## src/rtl/sdith_gf32_pkg.sv

```systemverilog
// Shared definitions for the GF(2^32) multiplier arbiter slice.
package sdith_gf32_pkg;

    localparam int GF32_W = 32;

    typedef enum logic [1:0] {
        ARB_IDLE  = 2'd0,
        ARB_ISSUE = 2'd1,
        ARB_WAIT  = 2'd2,
        ARB_DONE  = 2'd3
    } arb_state_e;

endpackage

```

## src/rtl/gf32_mul_arbiter_rr_pick.sv

```systemverilog
// Combinational round-robin picker: scans last+1, last+2, ..., last (mod N_REQ)
// and returns the first pending requester.
module rr_pick #(
    parameter int N_REQ = 3,
    parameter int IDX_W = 2
) (
    input  logic [N_REQ-1:0] i_pending,
    input  logic [IDX_W-1:0] i_last,
    output logic [IDX_W-1:0] o_grant,
    output logic             o_any
);

    localparam int unsigned NR = N_REQ;

    // First pending requester after the last one served, wrapping around.
    always_comb begin
        int unsigned      cand;
        logic [IDX_W-1:0] cidx;
        cand    = '0;
        cidx    = '0;
        o_grant = '0;
        o_any   = 1'b0;
        for (int unsigned k = 1; k <= NR; k++) begin
            cand = (32'(i_last) + k) % NR;
            cidx = IDX_W'(cand);
            if (!o_any && i_pending[cidx]) begin
                o_grant = cidx;
                o_any   = 1'b1;
            end
        end
    end

endmodule

```

## src/rtl/gf32_mul_arbiter.sv

```systemverilog
// Shares one GF(2^32) multiplier among N_REQ requesters: one outstanding
// request per requester, round-robin grant, registered operands and results.
module gf32_mul_arbiter
    import sdith_gf32_pkg::*;
#(
    parameter int N_REQ = 3,
    parameter int W     = GF32_W
) (
    input  logic               i_clk,
    input  logic               i_rst_n,
    input  logic [N_REQ-1:0]   i_req_start,
    input  logic [N_REQ*W-1:0] i_req_x,
    input  logic [N_REQ*W-1:0] i_req_y,
    output logic [N_REQ-1:0]   o_req_done,
    output logic [W-1:0]       o_req_out,
    output logic [N_REQ-1:0]   o_req_overflow,
    output logic               o_busy,
    output logic               o_start_mul32,
    output logic [W-1:0]       o_x_mul32,
    output logic [W-1:0]       o_y_mul32,
    input  logic [W-1:0]       i_o_mul32,
    input  logic               i_done_mul32
);

    localparam int          IDX_W = $clog2(N_REQ);
    localparam int unsigned NR    = N_REQ;
    localparam int unsigned WU    = W;

    arb_state_e       state_q, state_d;
    logic [N_REQ-1:0] pending_q, pending_d;
    logic [N_REQ-1:0] overflow_q, overflow_d;
    logic [N_REQ-1:0] done_q, done_d;
    logic [IDX_W-1:0] grant_q, grant_d;
    logic [IDX_W-1:0] last_q, last_d;
    logic [W-1:0]     x_q, x_d;
    logic [W-1:0]     y_q, y_d;
    logic [W-1:0]     out_q, out_d;
    logic             start_q, start_d;
    logic             busy_q, busy_d;

    logic [IDX_W-1:0] pick_grant;
    logic             pick_any;

    rr_pick #(
        .N_REQ (N_REQ),
        .IDX_W (IDX_W)
    ) u_rr_pick (
        .i_pending (pending_q),
        .i_last    (last_q),
        .o_grant   (pick_grant),
        .o_any     (pick_any)
    );

    // Request latching, overflow tracking and the grant/issue/wait/done sequence.
    always_comb begin
        state_d    = state_q;
        pending_d  = pending_q;
        overflow_d = overflow_q;
        done_d     = '0;
        grant_d    = grant_q;
        last_d     = last_q;
        x_d        = x_q;
        y_d        = y_q;
        out_d      = out_q;
        start_d    = 1'b0;
        busy_d     = busy_q;

        for (int unsigned i = 0; i < NR; i++) begin
            if (i_req_start[i]) begin
                if (pending_q[i]) begin
                    overflow_d[i] = 1'b1;
                end else begin
                    pending_d[i] = 1'b1;
                end
            end
        end

        unique case (state_q)
            ARB_IDLE: begin
                if (pick_any) begin
                    grant_d = pick_grant;
                    for (int unsigned i = 0; i < NR; i++) begin
                        if (pick_grant == IDX_W'(i)) begin
                            x_d = i_req_x[i*WU +: W];
                            y_d = i_req_y[i*WU +: W];
                        end
                    end
                    start_d = 1'b1;
                    busy_d  = 1'b1;
                    state_d = ARB_ISSUE;
                end
            end
            ARB_ISSUE: begin
                state_d = ARB_WAIT;
            end
            ARB_WAIT: begin
                if (i_done_mul32) begin
                    out_d              = i_o_mul32;
                    pending_d[grant_q] = 1'b0;
                    last_d             = grant_q;
                    done_d[grant_q]    = 1'b1;
                    busy_d             = 1'b0;
                    state_d            = ARB_DONE;
                end
            end
            ARB_DONE: begin
                state_d = ARB_IDLE;
            end
            default: begin
                state_d = ARB_IDLE;
            end
        endcase
    end

    // State and output registers with synchronous active-low reset.
    always_ff @(posedge i_clk) begin
        if (!i_rst_n) begin
            state_q    <= ARB_IDLE;
            pending_q  <= '0;
            overflow_q <= '0;
            done_q     <= '0;
            grant_q    <= '0;
            last_q     <= IDX_W'(N_REQ - 1);
            x_q        <= '0;
            y_q        <= '0;
            out_q      <= '0;
            start_q    <= 1'b0;
            busy_q     <= 1'b0;
        end else begin
            state_q    <= state_d;
            pending_q  <= pending_d;
            overflow_q <= overflow_d;
            done_q     <= done_d;
            grant_q    <= grant_d;
            last_q     <= last_d;
            x_q        <= x_d;
            y_q        <= y_d;
            out_q      <= out_d;
            start_q    <= start_d;
            busy_q     <= busy_d;
        end
    end

    assign o_req_done     = done_q;
    assign o_req_out      = out_q;
    assign o_req_overflow = overflow_q;
    assign o_busy         = busy_q;
    assign o_start_mul32  = start_q;
    assign o_x_mul32      = x_q;
    assign o_y_mul32      = y_q;

endmodule
```

## config.mk

```make
export PLATFORM = sky130hd
export DESIGN_NAME = gf32_mul_arbiter
export DESIGN_NICKNAME = d
export VERILOG_FILES = /design/src/rtl/sdith_gf32_pkg.sv /design/src/rtl/gf32_mul_arbiter_rr_pick.sv /design/src/rtl/gf32_mul_arbiter.sv
export SDC_FILE = /design/constraint.sdc
export NUM_CORES = 1
export LEC_CHECK = 0
export CORE_AREA = 2 2 130 132
export CTS_CLUSTER_SIZE = 20
export DETAILED_ROUTE_END_ITERATION = 12
export DIE_AREA = 0 0 132 134
export PLACE_DENSITY_LB_ADDON = 0.2
export SLEW_MARGIN = 20
export SYNTH_ARGS = -nofsm -noshare
export SYNTH_HDL_FRONTEND = slang
export SYNTH_SLANG_ARGS = --single-unit
```

## constraint.sdc

```tcl
create_clock -name i_clk -period 2.8 [get_ports i_clk]
set_clock_uncertainty 0.05 [all_clocks]
set_input_delay 0.42 -clock i_clk [delete_from_list [all_inputs] [get_ports i_clk]]
set_output_delay 0.42 -clock i_clk [all_outputs]
set_load 0.02 [all_outputs]
```

# Word level (Yosys, flattened, before mapping)
# Index checks and enable logic that the tools add are counted.
totals:
  regBits: 113
  output_inout_bits: 104
  input_bits: 230
op_classes:
  order_cmp: 5
  reduce_logical: 19
  bitwise_logic: 2
  n_eq_ne: 7
  div: 3
  muxes: 32
  addsub: 3
ops:
  columns: ["op", "n"]
  rows:
  - ["$mux 32", 6]
  - ["$mod 32x2->32 const B", 3]
  - ["$reduce_and 2->1", 7]
  - ["$mux 1", 13]
  - ["$lt 2x3->1 const B", 4]
  - ["$mux 2", 5]
  - ["$reduce_and 3->1", 3]
  - ["$pmux 2 s4", 1]
  - ["$add 2x2->3 const B", 2]
  - ["$bmux 1 s2", 3]
  - ["$eq 2x2->1 const B", 3]
  - ["$mux 3", 2]
  - ["$eq 2x1->1 const B", 2]
  - ["$logic_not 2->1", 2]
  - ["$ne 2x2->1 const B", 2]
  - ["$add 2x1->3 const B", 1]
  - ["$and 3x3->3", 1]
  - ["$logic_and 1x1->1", 3]
  - ["$not 3->3", 1]
  - ["$reduce_bool 3->1", 1]
  - ["$demux 1 s2", 1]
  - ["$ge 2x1->1 const B", 1]
  - ["$logic_not 1->1", 2]
  - ["$pmux 1 s2", 1]
  - ["$reduce_bool 2->1", 1]

# Depth between registers and ports, before layout
logic_depth:
  word_depth: 15
  mapped_depth: 10

# Hierarchy
# Synthesis repeated with hierarchy kept, for this count alone.
hier_totals:
  hier_cells: 524
  area_unflattened_um2: 5970.7
modules_own_cells:
  columns: ["mod", "cells_per_inst", "n_inst", "area_each_um2"]
  rows:
  - ["gf32_mul_arbiter", 504, 1, 5839.4]
  - ["rr_pick", 20, 1, 131.4]

# Least setup slack after synthesis
# No wires, ideal clock.
synth_timing:
  path_type: "register to register"
  from: "register last_q[0]"
  to: "register x_q[10], in the netlist o_x_mul32[10]"
  path_buffers: 2
  stages_incl_launch_ff: 10
  required_ps: 2633
  t_arrival_ps: 2314
  synth_period_minus_slack_ps: 2481
  slack_ps: 319
  path_cell_list: "dfxtp_1 -> inv_1 -> ha_1 -> mux2_2 -> a2111oi_4 -> buf_6 -> buf_6 -> mux2i_1 -> a21oi_1 -> a22o_1"
synth_via:
  elab_chain_len: 14
  word_cells_on_any_way: 29
  classes_between: "3 x add/sub; 3 x div; 2 x eq/ne; 14 x mux; 7 x reduce/logical"
synth_rtl:
  columns: ["item", "line_no", "source"]
  rows:
  - ["from (decl)", "gf32_mul_arbiter.sv:34", "logic [IDX_W-1:0] last_q, last_d;"]
  - ["from (signal assigned)", "gf32_mul_arbiter.sv:123", "last_q <= IDX_W'(N_REQ - 1);"]
  - ["from (signal assigned)", "gf32_mul_arbiter.sv:135", "last_q <= last_d;"]
  - ["$add 2x1->3", "gf32_mul_arbiter_rr_pick.sv:24", "cand = (32'(i_last) + k) % NR;"]
  - ["$mod 32x2->32", "gf32_mul_arbiter_rr_pick.sv:24", null]
  - ["$bmux 1 s2", "gf32_mul_arbiter_rr_pick.sv:26", "if (!o_any && i_pending[cidx]) begin"]
  - ["$mux 1 (implied by the code)", "gf32_mul_arbiter_rr_pick.sv:26", null]
  - ["$mux 1", "gf32_mul_arbiter_rr_pick.sv:26", null]
  - ["$logic_not 1->1", "gf32_mul_arbiter_rr_pick.sv:26", null]
  - ["$logic_and 1x1->1", "gf32_mul_arbiter_rr_pick.sv:26", null]
  - ["$mux 1", "gf32_mul_arbiter_rr_pick.sv:26", null]
  - ["$logic_not 1->1", "gf32_mul_arbiter_rr_pick.sv:26", null]
  - ["$logic_and 1x1->1", "gf32_mul_arbiter_rr_pick.sv:26", null]
  - ["$mux 2", "gf32_mul_arbiter_rr_pick.sv:26", null]
  - ["$eq 2x1->1 (tied with other cells)", "gf32_mul_arbiter.sv:83", "if (pick_grant == IDX_W'(i)) begin"]
  - ["$reduce_bool 3->1 (no source line) / $mux 32 (equally long branches)", null, null]
  - ["$reduce_and 3->1 (no source line) / $mux 32 (equally long branches)", null, null]
  - ["to (signal assigned)", "gf32_mul_arbiter.sv:124", "x_q <= '0;"]
  - ["to (signal assigned)", "gf32_mul_arbiter.sv:136", "x_q <= x_d;"]
  - ["to (decl)", "gf32_mul_arbiter.sv:35", "logic [W-1:0] x_q, x_d;"]
# Several ways; a longest one is shown, not always the timed one. The select of a mux whose other input is x is not followed.
# A chain may end at the register's enable or synchronous reset.

# Worst setup path in the final report
layout_timing:
  from: "register last_q[0]"
  to: "register y_q[12], in the netlist o_y_mul32[12]"
layout_via:
  elab_chain_len: 14
  word_cells_on_any_way: 29
  classes_between: "3 x add/sub; 3 x div; 2 x eq/ne; 14 x mux; 7 x reduce/logical"
layout_rtl:
  columns: ["item", "line_no", "source"]
  rows:
  - ["$add 2x1->3", "gf32_mul_arbiter_rr_pick.sv:24", null]
  - ["$mod 32x2->32", "gf32_mul_arbiter_rr_pick.sv:24", null]
  - ["$bmux 1 s2", "gf32_mul_arbiter_rr_pick.sv:26", null]
  - ["$mux 1 (implied by the code)", "gf32_mul_arbiter_rr_pick.sv:26", null]
  - ["$mux 1", "gf32_mul_arbiter_rr_pick.sv:26", null]
  - ["$logic_not 1->1", "gf32_mul_arbiter_rr_pick.sv:26", null]
  - ["$logic_and 1x1->1", "gf32_mul_arbiter_rr_pick.sv:26", null]
  - ["$mux 1", "gf32_mul_arbiter_rr_pick.sv:26", null]
  - ["$logic_not 1->1", "gf32_mul_arbiter_rr_pick.sv:26", null]
  - ["$logic_and 1x1->1", "gf32_mul_arbiter_rr_pick.sv:26", null]
  - ["$mux 2", "gf32_mul_arbiter_rr_pick.sv:26", null]
  - ["$eq 2x1->1 (tied with other cells)", "gf32_mul_arbiter.sv:83", null]
  - ["$reduce_bool 3->1 (no source line) / $mux 32 (equally long branches)", null, null]
  - ["$reduce_and 3->1 (no source line) / $mux 32 (equally long branches)", null, null]
  - ["to (signal assigned)", "gf32_mul_arbiter.sv:137", "y_q <= y_d;"]
  - ["to (decl)", "gf32_mul_arbiter.sv:36", "logic [W-1:0] y_q, y_d;"]
# Several ways; a longest one is shown, not always the timed one. The select of a mux whose other input is x is not followed.

==> metrics.md <==
| Metric | Value |
|---|---|
| Status | `finished, final reports clean` |
| CTS tree | `done` |
| Inserted Clock Buffers | `17` |
| Critical Path RT | `3.05 ns` |
| Synth Net Count | `831` |
| Routed len/inst | `16.3 um` |
| H-tree depth reported by CTS | `4` |
| Final setup viols | `0` |
| CP max stage delay | `0.35 ns` |
| Initial antenna violation count | `0` |
| PortBufs | `333` |
| Routability Congestion | `0.854` |
| Synth Register Bits | `113` |
| Global-route wire length before repair | `29100 um` |
| Initial DRT Pass Iterations | `4` |
| Clock transition at path regs | `0.05 ns` |
| Max Root-Sink Buffers | `2` |
| Post-CTS Hold Buffers | `0` |
| Fin. max-slew vios | `0` |
| Worst r2r src | `last_q[0]$_SDFFE_PN0P_` |
| Initial DRC count | `197` |
| Post-DP HPWL | `13700 um` |
| CP Max Fanout | `8` |
| Die H | `134 um` |
| Register area share after synthesis | `0.428` |
| Reg2Reg Setup Slack | `0.11 ns` |
| RR Endpoint | `o_y_mul32[12]$_SDFFE_PN0P_` |
| Largest net degree at the start of global routing | `66` |
| Crit end category | `flip-flop` |
| Placed cell areas | `8910 um2` |
| Antenna Violating Nets Remaining | `0` |
| Worst-Margin Slew | `0.654 ns` |
| Synthesis warning total | `0` |
| Final Routed Wirelength | `18900 um` |
| Area of the mapped netlist | `5290 um2` |
| Area of the multi-input gates | `2800 um2` |
| Cells after Synth | `594` |
| Total of max-cap violations | `0` |
| Crit path top cell by count | `buf_4` |
| Post-synth cell types | `31` |
| LEAKAGE | `3.71 nW` |
| Hold Crit Class | `flip-flop to flip-flop` |
| Most used DFF post-synth | `dfxtp_1` |
| Vias | `5519` |
| Asr flop ratio synth | `0` |
| Diodes inserted | `0` |
| Critical Path AT | `2.94 ns` |
| Most frequent cells in the layout | `333 x clkdlybuf4s50_1, 112 x dfxtp_1, 74 x nand2_1` |
| GR Overflow Total | `0` |
| CP Class | `flip-flop to flip-flop` |
| Final design area excluding fillers | `9650 um2` |
| DRC | `0` |
| Vias per cell | `4.76` |
| Max-slew headroom | `0.563` |
| Width of the die | `132 um` |
| Die ar. | `17700 um2` |
| CORE AREA | `16300 um2` |
| Rows | `47` |
| RSZ-0062 raised after global routing | `no` |
| Pwr/cell area | `815 nW/um2` |
| Worst R2R Path Depth | `11` |
| I/O pin count | `334` |
| FMAX | `0.372 GHz` |
| Worst Hold Launch | `o_req_out[21]$_SDFFE_PN0P_` |
| Final-stage net count | `1164` |
| Worst path slowest cell | `dfxtp_2` |
| Avg Synthesized Cell Area | `8.90 um2` |
| Hold depth | `2` |
| Hold Fails Final Rpt | `0` |
| Total Routing Usage GR | `0.208` |
| Starting Density | `0.325` |
| Fin crit share | `0.960` |
| Clock sinks | `113` |
| Final min period | `2.69 ns` |
| Clock root buffer | `clkbuf_16` |
| Area Growth Syn to Fin | `82.6%` |
| Critical path, cell by cell | `inv_1 -> ha_1 -> nand2b_1 -> mux2_2 -> a2111oi_4 -> buf_4 -> buf_12 -> buf_4 -> mux2i_1 -> a21oi_1 -> a22o_1` |
| Layout cells sized above 1 | `0.0735` |
| Worst setup SP type | `flip-flop` |
| Most common cell after layout, fill and taps aside | `clkdlybuf4s50_1` |
| Reg area | `2260 um2` |
| Endpoint, Worst Hold | `o_req_out[21]$_SDFFE_PN0P_` |
| Vias in the first global route | `5465` |
| Post-synth EDFFs | `0` |
| Fill cell count | `1491` |
| Worst VDD drop | `0.399 mV` |
| Setup Total Neg Slack | `0 ns` |
| Clock latency on the worst-skew pair | `0.41 ns` |
sequential cells by signal, summed over array words and instances (netlist names), 2 cells and up:
name and cells:
state_q 2, grant_q 2, o_req_out 32, o_req_overflow 3, o_x_mul32 32, o_req_done 3, pending_q 3, o_y_mul32 32
last_q 2
cell families (layout without fill, tap and decap cells):
group	count (synthesis)	count (layout)	synth area share
AOI/OAI and AO/OA	183	183	0.245
adders and majority gates	7	7	0.0166
and+or+nand+nor	167	167	0.129
DFF	113	113	0.428
muxes	69	69	0.131
buffers and inverters	55	400	0.0497
layout make-up:
class / count / share of cell area
Tap cell: 220 / 0.0285
Clock inverter: 12 / 0.0189
Sequential cell: 113 / 0.234
Inverter: 8 / 0.00311
Multi-Input combinational cell: 426 / 0.290
Clock buffer: 19 / 0.0469
Timing Repair Buffer: 361 / 0.378
per-layer routing:
metal / track usage / share of wire
met5: 0 / 0
met4: 0.0797 / 0.025
met3: 0.0779 / 0.079
met2: 0.345 / 0.47
met1: 0.245 / 0.42
power by group:
group          internal, mW  leakage, nW  switching [mW]  total, mW
Sequential             2.03        0.926           0.230       2.26
Clock                  1.54        0.313           0.782       2.32
Combinational          1.69         2.47            1.60       3.29
Total                  5.26         3.71            2.61       7.87
timing repair:
item | in CTS | in global routing
resized for setup | 0 | 5
buffers inserted | 0 | 8
setup endpoints to repair | 0 | 42
stage by stage:
| stage | power, mW | hold WS [ns] | util | worst slack [ns] | std cells |
|---|---|---|---|---|---|
| after floorplan | 3.98 | 0.403 | - | 0.319 | 594 |
| after global placement | 5.50 | 0.400 | 0.547 | 0.137 | 1119 |
| after detailed placement | 5.51 | 0.407 | 0.547 | 0.0586 | 1119 |
| after CTS | 7.88 | 0.413 | 0.586 | 0.0508 | 1150 |
| after global routing | 8.28 | 0.435 | 0.593 | 0.00585 | 1159 |
| final | 7.87 | 0.409 | 0.593 | 0.113 | 1159 |
how the worst max path moves through the flow:
stage,from,endpoint,slack (ns),depth (start not counted)
after floorplan,last_q[0]$_SDFFE_PN0P_,o_x_mul32[10]$_SDFFE_PN0P_,0.32,9
after global placement,last_q[0]$_SDFFE_PN0P_,o_x_mul32[21]$_SDFFE_PN0P_,0.14,9
after detailed placement,last_q[0]$_SDFFE_PN0P_,o_y_mul32[27]$_SDFFE_PN0P_,0.06,9
after CTS,last_q[0]$_SDFFE_PN0P_,o_x_mul32[3]$_SDFFE_PN0P_,0.05,9
after global routing,last_q[0]$_SDFFE_PN0P_,o_x_mul32[16]$_SDFFE_PN0P_,0.006,11
final,last_q[0]$_SDFFE_PN0P_,o_y_mul32[12]$_SDFFE_PN0P_,0.11,11
worst max-delay path: cells and delay by family (launching register included):
kind                     cells  cell delay (ns)
adder cells (fa/ha/maj)      1             0.24
flip-flops                   1             0.35
AND/OR/NAND/NOR              1             0.17
buffers and inverters        4             0.63
AO/OA/AOI/OAI                3             0.63
multiplexers                 2             0.53
synthesized netlist by cell type (7+ instances only):
master / count / area share
a22o_1: 64 / 0.11
nor2b_1: 10 / 0.012
dfxtp_1: 113 / 0.43
a21oi_1: 71 / 0.067
buf_2: 9 / 0.0085
clkbuf_1: 31 / 0.022
nand2_1: 74 / 0.053
inv_1: 8 / 0.0057
mux2i_1: 68 / 0.13
nor2_1: 69 / 0.049
ha_1: 7 / 0.017
a21boi_0: 34 / 0.048
No activity file was read; power rests on OpenSTA's default activity.
